`config.mk`:
```
export PLATFORM = sky130hd
export DESIGN_NAME = mem_line_xfer
export DESIGN_NICKNAME = d
export VERILOG_FILES = /design/src/rtl/mem_line_xfer.sv
export SDC_FILE = /design/constraint.sdc
export NUM_CORES = 1
export LEC_CHECK = 0
export CORE_AREA = 3 3 554 556
export DETAILED_ROUTE_END_ITERATION = 7
export DIE_AREA = 0 0 557 559
export GPL_TIMING_DRIVEN = 0
export PLACE_DENSITY = 0.41
export SLEW_MARGIN = 5
export SYNTH_ARGS = -nofsm -noshare
export SYNTH_HDL_FRONTEND = slang
export SYNTH_SLANG_ARGS = --single-unit
```
`constraint.sdc`:
```
create_clock -name clk -period 25.4 [get_ports clk]
set_clock_uncertainty 0.2 [all_clocks]
set_input_delay 5.08 -clock clk [delete_from_list [all_inputs] [get_ports clk]]
set_output_delay 5.08 -clock clk [all_outputs]
set_load 0.1 [all_outputs]
```
`src/rtl/mem_line_xfer.sv`:
```
// mem_line_xfer
//   Cache-side initiator for the external memory request/response protocol.
//   Turns one line-sized fill (read) or writeback (write) command into
//   LINE_BEATS single-beat memory transactions. Fill responses may return in
//   any order and are reassembled into done_rdata by the low tag bits.
//
// Ports
//   clk, reset_n                  clock (posedge), asynchronous active-low reset
//   cmd_valid / cmd_ready         line command handshake (ready only when idle)
//   cmd_write                     1 = writeback, 0 = fill
//   cmd_line_addr                 line address; beat address = {line, beat}
//   cmd_wdata / cmd_wmask         writeback line and byte enables (beat 0 in LSBs)
//   done_valid                    one-cycle completion pulse
//   done_rdata                    assembled fill line
//   mem_req_valid/ready/rw/addr/tag               request channel
//   mem_req_data_valid/ready/bits/mask            write data channel
//   mem_resp_valid/tag/data                       response channel (no backpressure)
module mem_line_xfer #(
  parameter int MEM_DATA_BITS = 128,
  parameter int MEM_ADDR_BITS = 28,
  parameter int MEM_TAG_BITS  = 5,
  parameter int LINE_BEATS    = 4,
  parameter logic [MEM_TAG_BITS-1:0] TAG_BASE = '0
) (
  input  logic                                   clk,
  input  logic                                   reset_n,
  input  logic                                   cmd_valid,
  output logic                                   cmd_ready,
  input  logic                                   cmd_write,
  input  logic [MEM_ADDR_BITS-$clog2(LINE_BEATS)-1:0] cmd_line_addr,
  input  logic [LINE_BEATS*MEM_DATA_BITS-1:0]    cmd_wdata,
  input  logic [LINE_BEATS*MEM_DATA_BITS/8-1:0]  cmd_wmask,
  output logic                                   done_valid,
  output logic [LINE_BEATS*MEM_DATA_BITS-1:0]    done_rdata,
  output logic                                   mem_req_valid,
  input  logic                                   mem_req_ready,
  output logic                                   mem_req_rw,
  output logic [MEM_ADDR_BITS-1:0]               mem_req_addr,
  output logic [MEM_TAG_BITS-1:0]                mem_req_tag,
  output logic                                   mem_req_data_valid,
  input  logic                                   mem_req_data_ready,
  output logic [MEM_DATA_BITS-1:0]               mem_req_data_bits,
  output logic [MEM_DATA_BITS/8-1:0]             mem_req_data_mask,
  input  logic                                   mem_resp_valid,
  input  logic [MEM_TAG_BITS-1:0]                mem_resp_tag,
  input  logic [MEM_DATA_BITS-1:0]               mem_resp_data
);

  localparam int BW  = $clog2(LINE_BEATS);
  localparam int LAW = MEM_ADDR_BITS - BW;
  localparam int MB  = MEM_DATA_BITS / 8;

  localparam logic [BW-1:0]              LAST_BEAT = BW'(LINE_BEATS - 1);
  localparam logic [BW:0]                FULL_CNT  = (BW+1)'(LINE_BEATS);
  localparam logic [MEM_TAG_BITS-BW-1:0] TAG_HI    = TAG_BASE[MEM_TAG_BITS-1:BW];

  localparam logic [2:0] S_IDLE    = 3'd0;
  localparam logic [2:0] S_WR_REQ  = 3'd1;
  localparam logic [2:0] S_WR_DATA = 3'd2;
  localparam logic [2:0] S_RD_REQ  = 3'd3;
  localparam logic [2:0] S_RD_WAIT = 3'd4;
  localparam logic [2:0] S_DONE    = 3'd5;

  logic [2:0]                          state;
  logic [BW-1:0]                       beat;
  logic [BW:0]                         rcnt;
  logic [LAW-1:0]                      line;
  logic [LINE_BEATS*MEM_DATA_BITS-1:0] wdata;
  logic [LINE_BEATS*MB-1:0]            wmask;

  logic          resp_hit;
  logic [BW-1:0] resp_idx;
  logic [BW:0]   rcnt_next;
  logic          rd_full;
  logic          last_beat;

  // Only responses carrying this engine's upper tag bits count, and only
  // while a fill is in flight.
  assign resp_hit  = mem_resp_valid
                   && ((state == S_RD_REQ) || (state == S_RD_WAIT))
                   && (mem_resp_tag[MEM_TAG_BITS-1:BW] == TAG_HI);
  assign resp_idx  = mem_resp_tag[BW-1:0];
  assign rcnt_next = rcnt + {{BW{1'b0}}, resp_hit};
  assign rd_full   = (rcnt_next == FULL_CNT);
  assign last_beat = (beat == LAST_BEAT);

  always_ff @(posedge clk or negedge reset_n) begin
    if (!reset_n) begin
      state      <= S_IDLE;
      beat       <= '0;
      rcnt       <= '0;
      done_rdata <= '0;
    end else begin
      if (resp_hit) begin
        done_rdata[resp_idx*MEM_DATA_BITS +: MEM_DATA_BITS] <= mem_resp_data;
        rcnt <= rcnt_next;
      end
      case (state)
        S_IDLE: begin
          if (cmd_valid) begin
            beat  <= '0;
            rcnt  <= '0;
            state <= cmd_write ? S_WR_REQ : S_RD_REQ;
          end
        end
        S_WR_REQ: begin
          if (mem_req_ready) state <= S_WR_DATA;
        end
        S_WR_DATA: begin
          if (mem_req_data_ready) begin
            if (last_beat) begin
              state <= S_DONE;
            end else begin
              beat  <= beat + 1'b1;
              state <= S_WR_REQ;
            end
          end
        end
        S_RD_REQ: begin
          if (mem_req_ready) begin
            beat <= beat + 1'b1;
            // A fast memory could complete the line while the last request
            // is still being accepted; skip RD_WAIT in that case.
            if (last_beat) state <= rd_full ? S_DONE : S_RD_WAIT;
          end
        end
        S_RD_WAIT: begin
          if (rd_full) state <= S_DONE;
        end
        S_DONE: begin
          state <= S_IDLE;
        end
        default: begin
          state <= S_IDLE;
        end
      endcase
    end
  end

  // Command payload is captured only on acceptance; it never reaches an
  // output outside the states that qualify it, so it needs no reset.
  always_ff @(posedge clk) begin
    if ((state == S_IDLE) && cmd_valid) begin
      line  <= cmd_line_addr;
      wdata <= cmd_wdata;
      wmask <= cmd_wmask;
    end
  end

  // All outputs are decoded from registered state, so they hold steady while
  // waiting on a handshake and drop to zero immediately on reset.
  always_comb begin
    cmd_ready          = (state == S_IDLE);
    done_valid         = (state == S_DONE);
    mem_req_valid      = 1'b0;
    mem_req_rw         = 1'b0;
    mem_req_addr       = '0;
    mem_req_tag        = '0;
    mem_req_data_valid = 1'b0;
    mem_req_data_bits  = '0;
    mem_req_data_mask  = '0;
    if ((state == S_WR_REQ) || (state == S_RD_REQ)) begin
      mem_req_valid = 1'b1;
      mem_req_rw    = (state == S_WR_REQ);
      mem_req_addr  = {line, beat};
      mem_req_tag   = {TAG_HI, beat};
    end
    if (state == S_WR_DATA) begin
      mem_req_data_valid = 1'b1;
      mem_req_data_bits  = wdata[beat*MEM_DATA_BITS +: MEM_DATA_BITS];
      mem_req_data_mask  = wmask[beat*MB +: MB];
    end
  end

endmodule

```
* Yosys cells after proc, flatten, opt, wreduce, memory -nomap -nowiden
Index checks and enable logic that the tools add are counted.
** Cells by class
- Multiplexer cells :: 26
- Reduce and logical (&&, ||, !) cells :: 10
- Shift-type cells :: 4
- Add/subtract/negate cells :: 3
- Eq/ne operators :: 14
** Operator list (number)
- 512-bit bitwise mux :: 1
- 128-bit by 34-bit variable shift with 512-bit output, first input constant :: 1
- 128-bit by 34-bit variable part select with 512-bit output :: 1
- 512-bit by 10-bit variable part select with 128-bit output :: 1
- 128-bit 2-to-1 mux :: 1
- 64-bit by 7-bit variable part select with 16-bit output :: 1
- 9-bit negation with 34-bit output :: 1
- 3-bit 2-to-1 mux :: 10
- 28-bit 2-to-1 mux :: 1
- 16-bit 2-to-1 mux :: 1
- 3-bit one-hot mux with 5 select lines :: 1
- 2-bit != test, second input constant :: 7
- 2-bit 2-to-1 mux :: 6
- 3-bit == test, second input constant :: 3
- 3-bit by 2-bit == test with 1-bit output, second input constant :: 2
- 3-bit zero test :: 2
- 2-bit one-hot mux with 3 select lines :: 1
- 6-bit AND reduction :: 1
- 5-bit AND reduction :: 1
- 1-bit 2-to-1 mux :: 4
- 3-bit by 1-bit adder with 3-bit output :: 1
- 3-bit by 1-bit == test with 1-bit output, second input constant :: 1
- 1-bit logical AND :: 3
- 3-bit nonzero test :: 1
- other kinds (3) :: 4
** Storage, ports and cells
- Bits of input ports :: 742
- Output and inout port bits :: 694
- Flip-flop bits (word level) :: 1122
- Word-level logic and storage cells :: 64

* Longest topological paths before layout
- Depth after elaboration :: 10
- Depth in mapped cells :: 9
- Mapped depth without buffers :: 8

* Worst setup path before layout
OpenSTA, ideal clock, no wires.
- Kind :: input-to-reg
- Start :: input port cmd_valid
- End :: register line[0], enable pin
- Buffers on the path :: 0
- Setup time :: 946 ps
- Slack :: 7423 ps
- Data required time :: 24254 ps
- Stages on the path :: 2
- Arrival time :: 16831 ps
- Cells stage by stage :: nand2_1 inv_1
** On the way
- Word-level cells in the longest chain between the ends :: 1
** RTL lines
- start: declaration :: RTL line 27 : input logic cmd_valid,
- 1-bit logical AND :: RTL line 143 : if ((state == S_IDLE) && cmd_valid) begin
- end signal: assignment :: RTL line 144 : line <= cmd_line_addr;
- end: declaration :: RTL line 67 : logic [LAW-1:0] line;
No other way between the ends.
A chain may end at the register's enable or synchronous reset.

* Worst setup path after layout
- Start :: register beat[1]
- End :: output port mem_req_data_bits[0]
** On the way
- Word-level cells in the longest chain between the ends :: 2
** RTL lines
- start: declaration :: RTL line 65 : logic [BW-1:0] beat;
- start signal: assignment :: RTL line 114 : beat <= beat + 1'b1;
- start signal: assignment :: RTL line 121 : beat <= beat + 1'b1;
- 512-bit by 10-bit variable part select with 128-bit output :: RTL line 170 : mem_req_data_bits = wdata[beat*MEM_DATA_BITS +: MEM_DATA_BITS];
- 128-bit 2-to-1 mux :: RTL line 168 : if (state == S_WR_DATA) begin
- end: declaration :: RTL line 42 : output logic [MEM_DATA_BITS-1:0] mem_req_data_bits,
No other way between the ends.

==> results.yml <==
grt:
  grt_start_max_net_pins: 126
  antenna_found_initial: 139
  grt-ovfl-total: 0
  grt_pass1_wl_microns: 327500
  grt_pass1_vias: 34910
  grt_usage_pct: 15.42
detailed_routing:
  drt-total-wl_microns: 247600
  vias: 33350
  final_antenna_net_count: 0
  drtPass1Iterations: 5
  wl_per_cell_microns: 27.48
  drc: 0
  drt_iter0_markers: 2115
  vias_per_cell: 3.701
placement:
  dpl.hpwl_microns: 203900
  place_area_sq_um: 64030
  portBuffers: 1432
  place_congestion: 0.8702
synthesis:
  syn_area_per_cell_sq_um: 13.57
  seq_area_frac_synth_pct: 70.19
  ys_seq_elements: 1122
  ys_warn_count: 0
  synthCells: 3264
  synth_area_sq_um: 44290
  ys_types: 38
worst_setup_path:
  crit_buf_inv: 3
  crit_path_start_kind: "register"
  slowest_stage: "clkdlybuf4s50_1"
  cp_cell_sequence: "clkbuf_2, clkbuf_1, mux4_2, and2_1, clkdlybuf4s50_1"
  crit_fanout: 10
  crit_required_ns: 20.12
  crit_path_end_kind: "output port"
  path_class: "register to output port"
  critPathTopFamily: "buffers and inverters"
  slowest_delay_ns: 1.21
  crit_arrival_ns: 4.58
cts:
  clk_pin_slew_worst_paths_ns: 0.06
  cts_tree: "done"
  htree_levels: 4
  cts_made_buffers: 149
  cts_setup_buffers: 0
  cts-root-buf: "clkbuf_16"
  hold_buffers: 0
  worst_skew_pair.late_latency_ns: 0.78
  clk_path_buf_depth: 4
  ctsResizeCount: 0
  clock_sinks: 1122
timing:
  setup_viol: 0
  period_share_pct: 38.83
  fin_crit_ns: 9.862
  slew_violations: 0
  hold_viol_final: 0
  grt_setup_unrepaired: "false"
  tightest_slew_ns: 1.390
  max_slew_margin_pct: 7.026
  max_freq_mhz: 101.4
floorplanning:
  die_h_microns: 559
  io_pins: 1436
  dieArea_sq_um: 311400
  start_util_pct: 14.64
  die_x_microns: 557
  coreArea_sq_um: 302500
  row_count: 202
cells_and_area:
  fin_area_sq_um: 68920
  finish.utilization_pct: 22.78
  final_cell_mix: "1427 x clkdlybuf4s50_1, 914 x nand2_1, 602 x edfxtp_1, 520 x dfrtp_1, 355 x o21ai_0"
  final_common_cell: "clkdlybuf4s50_1"
  syn2layout_area_growth_pct: 55.61
  drive_above_1_share_pct: 14.89
  nets: 5615
job:
  cap_violations: 0
outcome:
  status: "finished, final reports clean"
power:
  p_per_area_nw_per_um2: 98.30
  cellLeakagePower_nw: 24.43
  peakVddDrop_uv: 50.49
min_path:
  hp-class: "register to register"
cell type report:
| cell class | count | area [sq um] |
|---|---|---|
| multi-input combinational | 1913 | 11970 |
| fill | 32230 | 233600 |
| sequential | 1122 | 31090 |
| tap | 3978 | 4977 |
| buffer | 226 | 1234 |
| clock buffer | 202 | 4150 |
| inverter | 5 | 26.28 |
| timing repair buffer | 1448 | 14720 |
| antenna | 56 | 140.1 |
| clock inverter | 60 | 604.3 |
cell families (layout without fill, tap and decap cells):
kind of cell    after synthesis  in the layout  share of synthesized area (%)
simple gates               1226           1226                          12.22
flops                      1122           1122                          70.19
compound gates              527            527                          7.113
buf+inv                     231           1941                          2.802
mux                         148            148                          7.413
fa+ha+maj                     8              8                         0.2260
other cells                   1             59                       0.008467
xor+xnor                      1              1                        0.01978
per-stage QoR:
step	cells	setup TNS (ns)	hold WS [ns]	power (mW)	setup slack, ns
2_1_floorplan	3266	0	0.2659	3.959	7.423
3_3_place_gp	8676	-2971.19	0.2606	4.985	-5.991
3_5_place_dp	8692	0	0.2690	4.804	16.09
4_1_cts	8954	0	0.2817	6.939	15.15
5_1_grt	8987	0	0.2980	7.044	15.24
6_report	9010	0	0.2733	6.775	15.54
sequential cells by signal, summed over array words and instances, names as in the netlist:
name,cells
wdata,512
line,26
done_rdata,512
rcnt,3
state,3
beat,2
wmask,64
worst paths after layout:
path,from,to,slack (ns),cells after the start
max,beat[1],mem_req_data_bits[0],15.54,5
min,done_rdata[511],done_rdata[511],0.27,2
max reg2reg,state[0],wdata[464],21.33,7
min reg2reg,done_rdata[511],done_rdata[511],0.27,2
max in group asynchronous,reset_n,done_rdata[176],18.99,4
min in group asynchronous,reset_n,done_rdata[251],4.07,1
tightest hold or removal path, delay by kind of cell (launching register included):
kind	cells	cell delay, ns
flops	1	0.34
simple gates	1	0.05
compound gates	1	0.06
layer usage:
layer / share of wire (%) / GRT usage [%]
met1: 35 / 15.87
met2: 53 / 28.67
met3: 8.4 / 5.272
met4: 3.9 / 5.458
met5: 0.27 / 0
report_power, final:
part	internal, mW	total (mW)	switching (mW)
logic	0.650	2.40	1.75
clock network	1.22	2.08	0.859
registers	2.19	2.29	0.0979
cell usage after synthesis (all sizes together):
cell / instances / area (sq um)
dfrtp: 520 / 13010
conb: 1 / 3.750
nor3b: 5 / 53.80
nor3: 3 / 15.01
and3b: 1 / 8.760
ha: 8 / 100.1
nand4: 1 / 6.260
a22o: 1 / 8.760
o21a: 1 / 7.510
buf: 87 / 683.2
nor4b: 1 / 23.77
a211oi: 1 / 7.510
o31ai: 1 / 7.510
mux4: 144 / 3243
a31oi: 2 / 12.51
clkbuf: 139 / 539.3
nor2: 3 / 11.26
mux2i: 4 / 40.04
o21bai: 1 / 7.510
nor2b: 5 / 31.28
nand2: 1033 / 4175
xnor2: 1 / 8.760
inv: 5 / 18.77
edfxtp: 602 / 18080
o211ai: 4 / 50.05
a32o: 1 / 10.01
o21ai: 515 / 3039
and2: 174 / 1089
(Power assumes the default switching activity.)
